===== config.mk =====
export PLATFORM = sky130hd
export DESIGN_NAME = mem_sequencer
export DESIGN_NICKNAME = d
export VERILOG_FILES = /design/src/rtl/cpu_pkg.sv /design/src/rtl/mem_lane_align.sv /design/src/rtl/mem_sequencer.sv
export SDC_FILE = /design/constraint.sdc
export NUM_CORES = 1
export LEC_CHECK = 0
export CAP_MARGIN = 20
export CORE_ASPECT_RATIO = 0.6
export CORE_UTILIZATION = 43
export CTS_BUF_LIST = sky130_fd_sc_hd__clkbuf_8
export CTS_CLUSTER_DIAMETER = 150
export DETAILED_ROUTE_END_ITERATION = 6
export GPL_TIMING_DRIVEN = 0
export HOLD_SLACK_MARGIN = 0.08
export PLACE_DENSITY = 0.83
export SKIP_CTS_REPAIR_TIMING = 1
export SLEW_MARGIN = 30
export SYNTH_ARGS = -nofsm -noshare
export SYNTH_HDL_FRONTEND = slang
export SYNTH_SLANG_ARGS = --single-unit
export TNS_END_PERCENT = 1

===== constraint.sdc =====
create_clock -name clk -period 2.8 [get_ports clk]
set_clock_uncertainty 0.05 [all_clocks]
set_input_delay 0.28 -clock clk [delete_from_list [all_inputs] [get_ports clk]]
set_output_delay 0.28 -clock clk [all_outputs]
set_load 0.005 [all_outputs]

===== src/rtl/cpu_pkg.sv =====
// Shared types for the memory sequencer: FSM states, access sizes and the
// default busy timeout.
package cpu_pkg;

  typedef enum logic [2:0] {
    ST_IDLE,
    ST_I_ISSUE,
    ST_I_WAIT,
    ST_D_ISSUE,
    ST_D_WAIT
  } seq_state_t;

  typedef enum logic [1:0] {
    SZ_B = 2'b00,
    SZ_H = 2'b01,
    SZ_W = 2'b10
  } mem_size_t;

  localparam int TIMEOUT_DEFAULT = 64;

endpackage


===== src/rtl/mem_lane_align.sv =====
// Byte-lane steering for stores and load extraction/extension for loads.
// The misalign flag also covers the illegal size encoding.
module mem_lane_align
  import cpu_pkg::*;
(
  input  logic [1:0]  addr,
  input  logic [1:0]  size,
  input  logic        zero_ext,
  input  logic [31:0] wdata,
  input  logic [31:0] rdata,
  output logic [3:0]  sel,
  output logic [31:0] wdata_lane,
  output logic [31:0] rdata_ext,
  output logic        misalign
);

  logic [31:0] shifted;

  assign shifted = rdata >> {addr, 3'b000};

  always_comb begin
    sel        = 4'b0000;
    wdata_lane = '0;
    rdata_ext  = '0;
    misalign   = 1'b0;
    case (size)
      SZ_B: begin
        sel        = 4'b0001 << addr;
        wdata_lane = {4{wdata[7:0]}};
        rdata_ext  = {{24{shifted[7] & ~zero_ext}}, shifted[7:0]};
      end
      SZ_H: begin
        misalign   = addr[0];
        sel        = 4'b0011 << {addr[1], 1'b0};
        wdata_lane = {2{wdata[15:0]}};
        rdata_ext  = {{16{shifted[15] & ~zero_ext}}, shifted[15:0]};
      end
      SZ_W: begin
        misalign   = |addr;
        sel        = 4'b1111;
        wdata_lane = wdata;
        rdata_ext  = shifted;
      end
      default: misalign = 1'b1;
    endcase
  end

endmodule


===== src/rtl/mem_sequencer.sv =====
// Arbitrates the shared memory bus between instruction fetch and data
// load/store, one access in flight, with busy handshake and timeout.
module mem_sequencer
  import cpu_pkg::*;
#(
  parameter int ADDR_W  = 32,
  parameter int DATA_W  = 32,
  parameter int TIMEOUT = TIMEOUT_DEFAULT
) (
  input  logic              clk,
  input  logic              nRst,
  input  logic              i_req,
  input  logic [ADDR_W-1:0] i_addr,
  output logic              i_ready,
  output logic [31:0]       instr,
  input  logic              d_read,
  input  logic              d_write,
  input  logic [ADDR_W-1:0] d_addr,
  input  logic [31:0]       d_wdata,
  input  logic [1:0]        d_size,
  input  logic              d_unsigned,
  output logic              d_ready,
  output logic [31:0]       d_rdata,
  output logic              err,
  output logic              bus_read,
  output logic              bus_write,
  output logic [ADDR_W-1:0] bus_addr,
  output logic [DATA_W-1:0] bus_wdata,
  output logic [3:0]        bus_sel,
  input  logic              bus_busy,
  input  logic [DATA_W-1:0] bus_rdata
);

  localparam int TW = $clog2(TIMEOUT + 1);

  seq_state_t    state;
  logic [TW-1:0] timer;
  logic          acc_read;
  logic          acc_zext;
  logic [1:0]    acc_lane;
  logic [1:0]    acc_size;

  logic [1:0]    lane_addr;
  logic [1:0]    lane_size;
  logic          lane_zext;
  logic [3:0]    lane_sel;
  logic [31:0]   lane_wdata;
  logic [31:0]   lane_rdata;
  logic          lane_bad;

  logic          d_req;
  logic          i_take;
  logic          unused_addr_bits;

  assign unused_addr_bits = ^i_addr[1:0];

  // A channel whose ready is pulsing is still finishing its handshake.
  assign d_req  = (d_read | d_write) & ~d_ready;
  assign i_take = i_req & ~i_ready;

  // In IDLE the aligner vets the incoming request; afterwards it extracts
  // load data using the attributes captured at acceptance.
  assign lane_addr = (state == ST_IDLE) ? d_addr[1:0] : acc_lane;
  assign lane_size = (state == ST_IDLE) ? d_size      : acc_size;
  assign lane_zext = (state == ST_IDLE) ? d_unsigned  : acc_zext;

  mem_lane_align u_lane (
    .addr       (lane_addr),
    .size       (lane_size),
    .zero_ext   (lane_zext),
    .wdata      (d_wdata),
    .rdata      (bus_rdata),
    .sel        (lane_sel),
    .wdata_lane (lane_wdata),
    .rdata_ext  (lane_rdata),
    .misalign   (lane_bad)
  );

  always_ff @(posedge clk) begin
    if (!nRst) begin
      state     <= ST_IDLE;
      timer     <= '0;
      acc_read  <= 1'b0;
      acc_zext  <= 1'b0;
      acc_lane  <= 2'b00;
      acc_size  <= 2'b00;
      i_ready   <= 1'b0;
      instr     <= '0;
      d_ready   <= 1'b0;
      d_rdata   <= '0;
      err       <= 1'b0;
      bus_read  <= 1'b0;
      bus_write <= 1'b0;
      bus_addr  <= '0;
      bus_wdata <= '0;
      bus_sel   <= 4'b0000;
    end else begin
      i_ready   <= 1'b0;
      d_ready   <= 1'b0;
      err       <= 1'b0;
      bus_read  <= 1'b0;
      bus_write <= 1'b0;
      bus_addr  <= '0;
      bus_wdata <= '0;
      bus_sel   <= 4'b0000;
      case (state)
        ST_IDLE: begin
          if (d_req) begin
            if (lane_bad) begin
              d_ready <= 1'b1;
              err     <= 1'b1;
            end else begin
              state     <= ST_D_ISSUE;
              acc_read  <= d_read;
              acc_zext  <= d_unsigned;
              acc_lane  <= d_addr[1:0];
              acc_size  <= d_size;
              bus_read  <= d_read;
              bus_write <= ~d_read;
              bus_addr  <= {d_addr[ADDR_W-1:2], 2'b00};
              bus_sel   <= d_read ? 4'b1111 : lane_sel;
              bus_wdata <= d_read ? '0 : lane_wdata;
            end
          end else if (i_take) begin
            state    <= ST_I_ISSUE;
            bus_read <= 1'b1;
            bus_addr <= {i_addr[ADDR_W-1:2], 2'b00};
            bus_sel  <= 4'b1111;
          end
        end
        ST_I_ISSUE: begin
          timer <= '0;
          state <= ST_I_WAIT;
        end
        ST_D_ISSUE: begin
          timer <= '0;
          state <= ST_D_WAIT;
        end
        ST_I_WAIT, ST_D_WAIT: begin
          if (!bus_busy) begin
            state <= ST_IDLE;
            if (state == ST_I_WAIT) begin
              i_ready <= 1'b1;
              instr   <= bus_rdata;
            end else begin
              d_ready <= 1'b1;
              if (acc_read) d_rdata <= lane_rdata;
            end
          end else if (timer == TW'(TIMEOUT - 1)) begin
            state <= ST_IDLE;
            err   <= 1'b1;
            if (state == ST_I_WAIT) i_ready <= 1'b1;
            else                    d_ready <= 1'b1;
          end else begin
            timer <= timer + 1'b1;
          end
        end
        default: state <= ST_IDLE;
      endcase
    end
  end

endmodule


-- Yosys cells after proc, flatten, opt, wreduce, memory -nomap -nowiden
Index checks and enable logic that the tools add are counted.
- bits in registers: 153
- word-level logic and storage cells: 100
- output and inout bits: 137
- input port bits: 137
- shift operators: 3
- add/sub/neg operators: 1
- bitwise logic cells: 15
- multiplexer cells: 38
- equality and inequality tests: 12
- reduce and logical (&&, ||, !) cells: 15
- operators with widths (operator ; count):
    $pmux W32 S3 ; 2
    $mux W32 ; 3
    $shr A32 B5 Y32 ; 1
    $mux W4 ; 4
    $mux W3 ; 5
    $mux W1 ; 14
    $mux W7 ; 2
    $pmux W7 S2 ; 1
    $pmux W3 S4 ; 1
    $pmux W4 S3 ; 1
    $reduce_and A3 Y1 ; 4
    $not A1 Y1 ; 10
    $ne A3 B3 Y1 const B ; 3
    $add A7 B1 Y7 const B ; 1
    $eq A7 B6 Y1 const B ; 1
    $eq A3 B2 Y1 const B ; 2
    $reduce_or A2 Y1 ; 3
    $reduce_or A5 Y1 ; 1
    $and A1 B1 Y1 ; 4
    $mux W2 ; 2
    $ne A2 B2 Y1 const B ; 2
    $pmux W1 S2 ; 2
    $reduce_and A2 Y1 ; 2
    $reduce_and A4 Y1 ; 1
    other kinds (12) ; 12

-- Depth between registers and ports, before layout
Gate-level depths: netlist of the first run.
- depth after elaboration: 7
- gate-level depth with buffers: 9
- depth with buffers taken out: 6

-- Hierarchy
From an unflattened synthesis of the first run, not the netlist that was laid out.
- cells, all modules: 754
- area total of the unflattened synthesis: 6911.6 µm²
- by module, submodules not included (module ; seq. area each (µm²) ; times used ; area an instance (µm²) ; cells an instance):
    mem_sequencer ; 3022.9 ; 1 ; 5391.4 ; 546
    mem_lane_align ; 0.0 ; 1 ; 1520.2 ; 208

-- Worst setup path before layout of the first run
No wires, ideal clock.
- path type: register to register
- start: reg state[0]
- end: reg d_rdata[14]
- setup time: 0.130 ns
- slack: 0.765 ns
- clock period less this slack: 2.035 ns
- arrival time: 1.855 ns
- stages on the path, launching flop included: 8
- buffers on the path: 3
- data required time: 2.620 ns
- path through: dfxtp_1 buf_6 nor3_4 buf_4 mux2i_2 buf_2 mux2i_1 o211ai_1
- longest elaborated chain between the ends: 5
- elaborated cells on any way between the ends: 16
- classes of those cells: eq/ne: 4; shift: 1; mux: 4; bitwise: 3; reduce/logical: 4
- RTL lines (what ; RTL line ; source):
    start: declaration ; mem_sequencer.sv:36 ; seq_state_t state;
    start signal: assignment ; mem_sequencer.sv:81 ; state <= ST_IDLE;
    start signal: assignment ; mem_sequencer.sv:113 ; state <= ST_D_ISSUE;
    start signal: assignment ; mem_sequencer.sv:125 ; state <= ST_I_ISSUE;
    $logic_not A3 Y1 ; mem_sequencer.sv:63, mem_sequencer.sv:64, mem_sequencer.sv:65 ;
    $mux W2 or $mux W1 (tied branches) ; mem_sequencer.sv:63, mem_sequencer.sv:65 ;
    $shr A32 B5 Y32 or $not A1 Y1 (tied branches) ; mem_lane_align.sv:19, mem_lane_align.sv:30 ;
    $and A1 B1 Y1 ; mem_lane_align.sv:30 ; rdata_ext = {{24{shifted[7] & ~zero_ext}}, shifted[7:0]};
    $pmux W32 S3 ; mem_lane_align.sv:26 ; case (size)
    end signal: assignment ; mem_sequencer.sv:147 ; if (acc_read) d_rdata <= lane_rdata;
    end: declaration ; mem_sequencer.sv:23 ; output logic [31:0] d_rdata,
Parallel ways exist; a longest one is shown, timed or not.
A chain may end at the register's enable or synchronous reset.

-- Worst setup path after layout of the first run
- start: reg state[1]
- end: reg d_rdata[9]
The elaborated chain is that of the path after synthesis.

==> impl_metrics.csv, run 1 <==
group,metric,value,unit
critical_path,worst_r2r_startpoint,"state[1]$_SDFFE_PN0P_",
logic_synthesis,ys.flop_type,"sky130_fd_sc_hd__dfxtp_1",
placement,dp_hpwl,16300,um
critical_path,criticalPathCategory,"reg2reg",
critical_path,worstPathArrival,2.81,ns
sta,rsz0062_at_grt,"no",
power,power_density,557,mW/mm^2
finish,diodes,0,
sta,worst_slew_pin_tran,0.711,ns
power,pwr-share-comb,20.6,%
routing,detailedRoute.firstPassIterationCount,5,
clocking,cts_inserted_buffers,17,
critical_path,timing.reg2reg.worst_path_depth,8,
logic_synthesis,yosysMostFrequentCell,"sky130_fd_sc_hd__dfxtp_1",
logic_synthesis,synth_commonest_cells,"151 x sky130_fd_sc_hd__dfxtp_1, 103 x sky130_fd_sc_hd__nand2_1, 47 x sky130_fd_sc_hd__a21oi_1",
routing,detailedRoute.firstIterationViolations,488,
critical_path,regToRegEndpoint,"d_rdata[9]$_SDFFE_PN0P_",
sta,timing.final.hold_violations,0,
routing,drt-total-wl,20900,um
critical_path,critical_path.endpoint_type,"register",
power,power.clock.fraction,35.3,%
die,die_area,0.0143,sq mm
placement,place_congestion,0.904,
critical_path,worst_ep_required_time,3.12,ns
clocking,count_of_clock_tree_sinks,151,
hold_path,holdCritPathClass,"in2reg",
hold_path,worstHoldStart,"d_addr[1]",
finish,final_layout_size_suffix_gt1_share,8.36,%
clocking,cts_max_path_buffers,2,
die,coreArea,0.0131,sq mm
die,row_count,32,
routing,ant_nets,0,
outcome,outcome,"finished clean",
sta,post-route-min-period,2.49,ns
sta,slew_viol_final,0,
routing,avgRoutedWirePerCell,19.1,um
grt,groute.layer.met2.usage,43.6,%
clocking,cts.htree.levels,4,
grt,grt_first_pass_wirelength,31900,um
routing,via_count,5868,
grt,grt_pass1_vias,5748,
grt,grtUsageMet1,40.9,%
sta,finalHoldWorstSlack,0.174,ns
finish,layout_nets,1046,
die,vertical_die_dimension,92.9,um
grt,grt-ovfl-total,0,
logic_synthesis,ys_seq_area_share,51.0,%
hold_path,timing.hold.worst_endpoint,"acc_lane[1]$_SDFFE_PN0P_",
sta,fmaxAchievable,401,MHz
run,max_cap_violations,0,
logic_synthesis,yosys_top_cell_area_share,51.0,%
die,start_util,45.1,%
logic_synthesis,ys_async_sr_fraction,0,%
logic_synthesis,syn-instance-count,620,
routing,drt-vias-per-instance,5.38,
clocking,clock_root_buffer,"sky130_fd_sc_hd__clkbuf_8",
clocking,cts.reportedPaths.clkPinSlew,0.09,ns
logic_synthesis,synth_top_cells_by_area,"sky130_fd_sc_hd__dfxtp_1 51%, sky130_fd_sc_hd__mux2i_1 6.8%, sky130_fd_sc_hd__nand2_1 6.5%, sky130_fd_sc_hd__a22o_1 5.6%, sky130_fd_sc_hd__a22oi_1 4.1%",
grt,globalRouteMet3Util,8.70,%
routing,drc,0,
grt,grt_max_degree,17,
clocking,clock_latency,0.44,ns
logic_synthesis,yosys_warnings,0,
placement,total_of_buffers_placed_on_input_and_output_ports,268,
power,power_internal,3.70,mW
sta,post-route-period-util,89.1,%
sta,totalNegativeSetupSlack,0,ns
die,die_w,154,um
sta,finalSetupViolations,0,
logic_synthesis,number_of_flops_mapped_to_enable_cells_by_yosys,0,
power,leakage,3.61,nW
power,worst_ir_drop_vdd,0.319,mV
power,total_switching_power,1.46,mW
logic_synthesis,avg_cell_area_syn,9.55,sq um
hold_path,whs_path_depth,3,
clocking,tritoncts_clock_tree,"done",
power,p_seq_share,44.1,%
finish,area.growth.synth_to_final,56.3,%
logic_synthesis,yosysUniqueCellTypes,53,
grt,groute.usage.overall,29.6,%
sta,timing.max_slew.rel_slack,51.3,%
grt,number_of_antenna_violations_at_the_first_check_in_global_routing,0,
die,io-pin-count,274,
grt,globalRoute.busiestLayer,"met2",
critical_path,setup.reg_to_reg.worst_slack,0.31,ns
critical_path,start_kind,"register",
logic_synthesis,netlist.top_cell.by_area,"sky130_fd_sc_hd__dfxtp_1",
power,fraction_of_power_spent_switching_nets,28.3,%
logic_synthesis,synth_area,0.00592,sq mm
logic_synthesis,synth.ff_latch_count,151,
critical_path,crit_fanout,10,
## worst max-delay path, stage by stage, from the launching register on
cell	delay [ns]
sky130_fd_sc_hd__dfxtp_1	0.31
sky130_fd_sc_hd__buf_2	0.18
sky130_fd_sc_hd__nor3_4	0.27
sky130_fd_sc_hd__mux2i_1	0.22
sky130_fd_sc_hd__buf_4	0.23
sky130_fd_sc_hd__buf_2	0.33
sky130_fd_sc_hd__buf_2	0.32
sky130_fd_sc_hd__nand2_1	0.25
sky130_fd_sc_hd__o211ai_1	0.25
## layout make-up
type	instances	area (sq um)
tap	170	213
timing repair buffer	268	2680
sequential	151	3020
clock buffer	17	234
multi-input combinational	421	2670
inverter	4	15.0
buffer	45	230
clock inverter	15	195
fill	1024	3870
## power groups by stage
stage | Combinational [mW] | Sequential (mW) | Clock [mW]
finish | 1.06 | 2.27 | 1.82
global route | 1.14 | 2.28 | 1.93
CTS | 1.05 | 2.27 | 1.83
detailed placement | 1.04 | 2.32 | 0
global placement | 1.03 | 2.32 | 0
floorplan | 0.512 | 2.33 | 0
## state kept, by name (all words and copies together) (netlist names), 2 cells and up
register   count
bus_addr      30
state          3
timer          7
bus_sel        4
acc_size       2
d_rdata       32
instr         32
acc_lane       2
bus_wdata     32
## metrics by stage
stage / util [%] / cells / total power [mW] / instance area [sq um] / worst slack, ns
after floorplan: - / 621 / 2.84 / 5930 / 0.765
final: 70.5 / 1091 / 5.16 / 9260 / 0.307
after detailed placement: 67.2 / 1059 / 3.36 / 8830 / 0.237
after CTS: 70.5 / 1091 / 5.16 / 9260 / 0.364
after global placement: 67.2 / 1059 / 3.35 / 8820 / 0.183
after global routing: 70.5 / 1091 / 5.36 / 9260 / 0.191
## how the worst max path moves through the flow
stage	from	end	slack, ns	cells after the start
floorplan	state[0]$_SDFFE_PN0P_	d_rdata[14]$_SDFFE_PN0P_	0.76	7
global placement	bus_busy	instr[27]$_SDFFE_PN0P_	0.18	5
detailed placement	d_size[0]	bus_wdata[26]$_SDFF_PP0_	0.24	9
CTS	state[1]$_SDFFE_PN0P_	d_rdata[9]$_SDFFE_PN0P_	0.36	8
global route	state[1]$_SDFFE_PN0P_	d_rdata[11]$_SDFFE_PN0P_	0.19	8
finish	state[1]$_SDFFE_PN0P_	d_rdata[9]$_SDFFE_PN0P_	0.31	8
## cells by family (layout without fill, tap and decap cells)
group           count (synthesis)  after routing  synth area share [%]
buf+inv                        49            349                  4.14
xor+xnor                        2              2                 0.296
simple gates                  198            198                  15.5
flops                         151            151                  51.0
mux                            51             51                  8.96
fa+ha+maj                       1              1                 0.211
compound gates                167            167                  19.8
other cells                     1              2                0.0633
## routing by layer
layer	up-vias	part of all wire (%)
met3	33	9.7
met1	2739	45
met4	0	1.8
met5	-	0
met2	301	43
li1	2795	-
## cell usage in the layout, fill, tap and decap left out, types with 5 or more instances in the layout
| cell type | n |
|---|---|
| sky130_fd_sc_hd__nor2_1 | 41 |
| sky130_fd_sc_hd__a22oi_1 | 32 |
| sky130_fd_sc_hd__a21oi_1 | 47 |
| sky130_fd_sc_hd__clkbuf_8 | 17 |
| sky130_fd_sc_hd__and2_1 | 8 |
| sky130_fd_sc_hd__buf_2 | 16 |
| sky130_fd_sc_hd__mux2_2 | 9 |
| sky130_fd_sc_hd__clkinv_4 | 5 |
| sky130_fd_sc_hd__or3_1 | 6 |
| sky130_fd_sc_hd__nand2b_1 | 8 |
| sky130_fd_sc_hd__clkdlybuf4s50_1 | 268 |
| sky130_fd_sc_hd__o211ai_1 | 15 |
| sky130_fd_sc_hd__a22o_1 | 38 |
| sky130_fd_sc_hd__buf_4 | 5 |
| sky130_fd_sc_hd__nand2_1 | 103 |
| sky130_fd_sc_hd__mux2i_1 | 40 |
| sky130_fd_sc_hd__a32oi_1 | 8 |
| sky130_fd_sc_hd__a31oi_1 | 8 |
| sky130_fd_sc_hd__dfxtp_1 | 151 |
| sky130_fd_sc_hd__o21ai_0 | 8 |
| sky130_fd_sc_hd__clkbuf_1 | 21 |
| sky130_fd_sc_hd__nand3_1 | 6 |
No activity file was read; power rests on OpenSTA's default activity.
==> run 2, diff against run 1 <==
Settings changed: ABC_AREA set to 1, CORE_UTILIZATION 43 to 44.
==> run 2 against run 1 <==
- combinational power grew to 4.0 times the previous value
- sequential share of layout area is 1.7 points lower
- register-to-register slack better by 0.23 ns
- critical path depth is 3 higher
- count of clock-buffer cells in the layout is 1 higher
==> impl_metrics.csv, run 2 <==
group,metric,value,unit
clocking,cts.reportedPaths.clkPinSlew,0.09,ns
finish,final_common_cell,"sky130_fd_sc_hd__clkdlybuf4s50_1",
finish,top_regs,"bus_wdata: 32 flops, d_rdata: 32 flops, instr: 32 flops",
run,max_cap_violations,0,
critical_path,regToRegEndpoint,"bus_wdata[13]$_SDFF_PP0_",
critical_path,worstPathArrival,2.55,ns
die,coreArea,0.0140,sq mm
logic_synthesis,yosys_warnings,0,
logic_synthesis,ys_async_sr_fraction,0,%
grt,groute.usage.overall,30.1,%
logic_synthesis,synth_area,0.00644,sq mm
placement,dp_hpwl,17900,um
hold_path,worstHoldStart,"nRst",
grt,grt_first_pass_wirelength,34200,um
critical_path,worst_ep_required_time,3.09,ns
die,vertical_die_dimension,95.7,um
sta,timing.final.hold_violations,0,
clocking,cts_max_path_buffers,2,
hold_path,whs_path_depth,3,
critical_path,cp_common_cell,"sky130_fd_sc_hd__nand2_1",
critical_path,cp-startpoint,"state[2]$_SDFFE_PN0P_",
finish,diodes,0,
die,io-pin-count,274,
grt,number_of_antenna_violations_at_the_first_check_in_global_routing,0,
grt,grt_max_degree,17,
power,power_density,872,mW/mm^2
critical_path,criticalPathCategory,"reg2reg",
placement,place_congestion,0.982,
routing,avgRoutedWirePerCell,16.7,um
critical_path,worst_path_largest_cell_delay,0.40,ns
critical_path,worst_r2r_startpoint,"state[2]$_SDFFE_PN0P_",
finish,layout_nets,1317,
critical_path,start_kind,"register",
routing,via_count,7227,
logic_synthesis,yosysMostFrequentCell,"sky130_fd_sc_hd__nand2_1",
logic_synthesis,number_of_flops_mapped_to_enable_cells_by_yosys,0,
logic_synthesis,avg_cell_area_syn,7.23,sq um
sta,post-route-min-period,2.27,ns
critical_path,setup.reg_to_reg.worst_slack,0.53,ns
grt,grt-ovfl-total,0,
logic_synthesis,yosysUniqueCellTypes,33,
clocking,cts_inserted_buffers,17,
sta,fmaxAchievable,441,MHz
logic_synthesis,netlist.top_cell.by_area,"sky130_fd_sc_hd__dfxtp_1",
routing,detailedRoute.firstPassIterationCount,5,
logic_synthesis,synth_top_cells_by_area,"sky130_fd_sc_hd__dfxtp_1 47%, sky130_fd_sc_hd__nand2_1 14%, sky130_fd_sc_hd__a21oi_1 9.4%, sky130_fd_sc_hd__inv_1 5.4%, sky130_fd_sc_hd__nor2_1 4.3%",
clocking,cts.htree.levels,4,
sta,worst_slew_pin_tran,0.680,ns
critical_path,timing.reg2reg.worst_path_depth,11,
finish,area.growth.synth_to_final,51.5,%
die,die_area,0.0151,sq mm
sta,post-route-period-util,81.0,%
routing,ant_nets,0,
placement,total_of_buffers_placed_on_input_and_output_ports,268,
clocking,count_of_clock_tree_sinks,151,
critical_path,critical_path.slowest_cell,"sky130_fd_sc_hd__dfxtp_1",
grt,grt_pass1_vias,6345,
sta,finalHoldWorstSlack,0.254,ns
routing,drc,0,
finish,layout_common_cells,"268 x sky130_fd_sc_hd__clkdlybuf4s50_1, 234 x sky130_fd_sc_hd__nand2_1, 151 x sky130_fd_sc_hd__dfxtp_1, 121 x sky130_fd_sc_hd__a21oi_1, 94 x sky130_fd_sc_hd__inv_1",
finish,final_layout_size_suffix_gt1_share,6.96,%
sta,totalNegativeSetupSlack,0,ns
clocking,tritoncts_clock_tree,"done",
power,leakage,3.88,nW
outcome,outcome,"finished clean",
logic_synthesis,syn-instance-count,891,
logic_synthesis,yosys_top_cell_area_share,46.9,%
hold_path,timing.hold.worst_endpoint,"instr[26]$_SDFFE_PN0P_",
sta,rsz0062_at_grt,"no",
clocking,clock_latency,0.44,ns
sta,finalSetupViolations,0,
die,row_count,33,
die,die_w,158,um
critical_path,crit_fanout,10,
logic_synthesis,ys_seq_area_share,46.9,%
die,start_util,46.2,%
logic_synthesis,synth_commonest_cells,"234 x sky130_fd_sc_hd__nand2_1, 151 x sky130_fd_sc_hd__dfxtp_1, 121 x sky130_fd_sc_hd__a21oi_1",
hold_path,holdCritPathClass,"in2reg",
routing,detailedRoute.firstIterationViolations,828,
placement,post_dp_area,0.00937,sq mm
critical_path,critical_path.cell_chain,"inv_2 -> nand2_4 -> buf_6 -> nand2_1 -> nand2_1 -> buf_2 -> nand2_1 -> nand2_1 -> inv_1 -> a21oi_1 -> nor2_1",
power,worst_ir_drop_vdd,0.430,mV
logic_synthesis,ys.flop_type,"sky130_fd_sc_hd__dfxtp_1",
finish,post_route_design_area,0.00976,sq mm
routing,drt-total-wl,23100,um
routing,drt-vias-per-instance,5.22,
logic_synthesis,synth.ff_latch_count,151,
sta,slew_viol_final,0,
critical_path,critical_path.endpoint_type,"register",
clocking,clock_root_buffer,"sky130_fd_sc_hd__clkbuf_8",
sta,timing.max_slew.rel_slack,54.7,%
-- run 2: cell count changes after synthesis, moves of 38 or more --
cell / before / now
sky130_fd_sc_hd__mux2i_1: 40 / 0
sky130_fd_sc_hd__o21ai_0: 8 / 51
sky130_fd_sc_hd__a22o_1: 38 / 0
sky130_fd_sc_hd__inv_1: 2 / 93
sky130_fd_sc_hd__nand3_1: 6 / 48
sky130_fd_sc_hd__nand2_1: 103 / 234
sky130_fd_sc_hd__a21oi_1: 47 / 121
-- run 2: power by group --
group	switching (mW)	leakage (nW)	internal, mW
combinational	2.64	2.46	1.57
sequential	0.150	1.23	2.49
clock	0.907	0.195	0.750
total	3.70	3.88	4.81
-- run 2: stage by stage --
step / power [mW] / worst slack (ns) / utilization [%] / std cells
finish: 8.51 / 0.532 / 69.9 / 1384
global route: 9.05 / 0.375 / 69.9 / 1384
CTS: 8.44 / 0.620 / 69.9 / 1384
detailed placement: 6.79 / 0.448 / 67.1 / 1352
global placement: 6.72 / 0.510 / 67.1 / 1352
floorplan: 5.19 / 1.05 / - / 892
-- run 2: metal layers --
layer	global-route usage [%]	vias up	wire length (um)
li1	-	3445	-
met5	0	-	0
met1	43.3	3359	10500
met4	6.89	0	299
met2	43.9	393	9770
met3	8.78	30	2460
-- run 2: final cells by class --
type	instances	area, sq um
inverter	95	357
clock inverter	14	141
buffer	48	243
fill	1194	4200
multi-input combinational	598	2820
sequential	151	3020
clock buffer	18	248
timing repair buffer	268	2680
tap	192	240
-- run 2: worst max-delay path by stage --
stage	slack, ns	to	cells after the start
3_3_place_gp	0.51	bus_addr[10]$_SDFF_PN0_	7
5_1_grt	0.37	bus_wdata[8]$_SDFF_PP0_	11
2_1_floorplan	1.05	d_rdata[30]$_SDFFE_PN0P_	13
4_1_cts	0.62	bus_wdata[13]$_SDFF_PP0_	11
3_5_place_dp	0.45	bus_addr[10]$_SDFF_PN0_	7
6_report	0.53	bus_wdata[13]$_SDFF_PP0_	11
-- run 2: cells by family (layout without fill, tap and decap cells) --
family | after synthesis | count (layout) | synth area share [%]
adder cells (fa/ha/maj) | 1 | 1 | 0.194
AND/OR/NAND/NOR | 394 | 394 | 26.4
buffers and inverters | 143 | 443 | 9.30
AO/OA/AOI/OAI | 199 | 199 | 16.8
flip-flops | 151 | 151 | 46.9
XOR/XNOR | 2 | 2 | 0.272
other | 1 | 2 | 0.0582
-- run 2: critical path: cells and delay by family (launching register included) --
kind	cells	cell delay, ns
AO/OA/AOI/OAI	1	0.20
buffers and inverters	4	0.80
AND/OR/NAND/NOR	6	0.71
flip-flops	1	0.40
==> run 3, diff against run 2 <==
Clock period 2.8 ns to 2.2 ns, I/O delays scaled along.
==> run 3 against run 2 <==
- the flow now finishes with violations (negative setup slack)
- non-clock buffer count up 3
- fmax is 2.5% higher
- cell area rose by 0.71%
- core utilization rose by 0.49 points
- largest cell class unchanged
==> impl_metrics.csv, run 3 (same netlist as run 2, synthesis figures left out) <==
group,metric,value,unit
outcome,outcome,"finished, violations left",
outcome,failed_checks,"negative setup slack",
finish,post_route_design_area,0.00983,sq mm
sta,worst_slack,-0.0118,ns
grt,grt_pass1_vias,6345,
hold_path,timing.hold.worst_endpoint,"instr[26]$_SDFFE_PN0P_",
die,vertical_die_dimension,95.7,um
routing,drt-total-wl,23100,um
power,fraction_of_power_spent_switching_nets,43.3,%
finish,final_common_cell,"sky130_fd_sc_hd__clkdlybuf4s50_1",
critical_path,worstPathArrival,2.54,ns
critical_path,cp_common_cell,"sky130_fd_sc_hd__nand2_1",
critical_path,worst_r2r_startpoint,"state[1]$_SDFFE_PN0P_",
power,pwr-share-comb,50.3,%
sta,post-route-period-util,101,%
routing,detailedRoute.firstIterationViolations,854,
routing,avgRoutedWirePerCell,16.6,um
sta,worst_slew_pin_tran,0.700,ns
hold_path,whs_path_depth,3,
placement,dp_hpwl,17900,um
power,total_switching_power,4.77,mW
clocking,clock_root_buffer,"sky130_fd_sc_hd__clkbuf_8",
power,power.total,11.0,mW
clocking,cts_max_path_buffers,2,
finish,finalCoreUtilization,70.4,%
hold_path,worstHoldStart,"nRst",
sta,rsz0062_at_grt,"yes",
routing,ant_nets,0,
power,worst_ir_drop_vdd,0.547,mV
critical_path,worst_ep_required_time,2.52,ns
critical_path,critical_path.cell_chain,"buf_6 -> nor2_8 -> nand2_4 -> buf_6 -> nand2_4 -> nand2_2 -> clkbuf_1 -> o21ai_0 -> nand2_1 -> inv_1 -> nand2_1 -> nand2_1 -> nand2_1 -> a21oi_1",
power,leakage,3.90,nW
clocking,clock_latency,0.44,ns
sta,timing.final.hold_violations,0,
critical_path,criticalPathCategory,"reg2reg",
grt,grt-ovfl-total,0,
run,max_cap_violations,0,
finish,area.growth.synth_to_final,52.5,%
grt,grt_max_degree,17,
power,power.clock.fraction,19.2,%
clocking,cts.htree.levels,4,
grt,number_of_antenna_violations_at_the_first_check_in_global_routing,0,
placement,dpl_worst_slack,-0.0917,ns
clocking,cts.reportedPaths.clkPinSlew,0.10,ns
critical_path,regToRegEndpoint,"d_rdata[10]$_SDFFE_PN0P_",
grt,grt_first_pass_wirelength,34200,um
placement,placedCellCount,1352,
critical_path,start_kind,"register",
finish,final_layout_size_suffix_gt1_share,7.70,%
finish,diodes,0,
sta,fmaxAchievable,452,MHz
routing,via_count,7178,
sta,finalSetupViolations,1,
die,die_w,158,um
finish,fillerInstances,1189,
routing,detailedRoute.firstPassIterationCount,5,
critical_path,crit_fanout,10,
sta,timing.max_slew.rel_slack,53.3,%
finish,top_regs,"bus_wdata: 32 flops, d_rdata: 32 flops, instr: 32 flops",
sta,post-route-min-period,2.21,ns
finish,layout.cells.non_filler,1387,
finish,layout_nets,1320,
finish,layout_common_cells,"268 x sky130_fd_sc_hd__clkdlybuf4s50_1, 233 x sky130_fd_sc_hd__nand2_1, 151 x sky130_fd_sc_hd__dfxtp_1, 121 x sky130_fd_sc_hd__a21oi_1, 93 x sky130_fd_sc_hd__inv_1",
power,power_density,1120,mW/mm^2
clocking,count_of_clock_tree_sinks,151,
placement,place_congestion,0.982,
die,die_area,0.0151,sq mm
die,coreArea,0.0140,sq mm
clocking,cts_inserted_buffers,17,
die,row_count,33,
routing,drc,0,
routing,drt-vias-per-instance,5.18,
die,start_util,46.2,%
critical_path,critical_path.endpoint_type,"register",
hold_path,holdCritPathClass,"in2reg",
critical_path,critical_path.slowest_cell,"sky130_fd_sc_hd__o21ai_0",
grt,groute.usage.overall,30.1,%
power,power_internal,6.23,mW
die,io-pin-count,274,
sta,slew_viol_final,0,
clocking,tritoncts_clock_tree,"done",
critical_path,timing.reg2reg.worst_path_depth,14,
placement,total_of_buffers_placed_on_input_and_output_ports,268,
placement,post_dp_area,0.00937,sq mm
critical_path,worst_path_largest_cell_delay,0.33,ns
critical_path,setup.reg_to_reg.worst_slack,-0.01,ns
power,p_seq_share,30.5,%
==> run 3: how the worst max path moves through the flow <==
stage,from,to,cells past startpoint
after global placement,d_read,bus_addr[10]$_SDFF_PN0_,7
after floorplan,state[1]$_SDFFE_PN0P_,d_rdata[30]$_SDFFE_PN0P_,13
after global routing,state[1]$_SDFFE_PN0P_,d_rdata[17]$_SDFFE_PN0P_,12
after detailed placement,d_read,bus_addr[10]$_SDFF_PN0_,7
final,state[1]$_SDFFE_PN0P_,d_rdata[10]$_SDFFE_PN0P_,14
after CTS,state[2]$_SDFFE_PN0P_,bus_wdata[13]$_SDFF_PP0_,11
==> run 3: area by class of cell <==
cell class                 instances  area [sq um]  share of cell area (%)
clock inverter                    14           141                    1.44
buffer                            48           260                    2.65
sequential                       151          3020                    30.8
tap                              192           240                    2.44
clock buffer                      18           248                    2.52
inverter                          95           360                    3.67
multi-input combinational        598          2850                    29.0
timing repair buffer             271          2710                    27.5
==> run 3: stage by stage <==
| stage | hold slack [ns] | setup TNS (ns) |
|---|---|---|
| floorplan | 0.242 | 0 |
| global placement | 0.382 | -0.198 |
| detailed placement | 0.388 | -0.334 |
| CTS | 0.169 | 0 |
| global route | 0.195 | -0.926 |
| finish | 0.199 | -0.0118 |
==> run 3: power groups by stage <==
stage	Clock, mW	Sequential (mW)	Combinational, mW
2_1_floorplan	0	3.43	3.17
5_1_grt	2.27	3.40	6.02
3_3_place_gp	0	3.40	5.15
3_5_place_dp	0	3.42	5.23
4_1_cts	2.13	3.36	5.25
6_report	2.11	3.36	5.53
==> run 3: layer usage <==
layer | GRT usage (%) | part of all wire (%)
met1 | 43.3 | 45
met2 | 43.9 | 43
met3 | 8.78 | 11
met4 | 6.89 | 1.2
met5 | 0 | 0
==> run 3: worst max-delay path: cells and delay by family (launching register included) <==
family                 cells  cell delay (ns)
AND/OR/NAND/NOR            8             0.68
flip-flops                 1             0.31
AO/OA/AOI/OAI              2             0.51
buffers and inverters      4             0.58
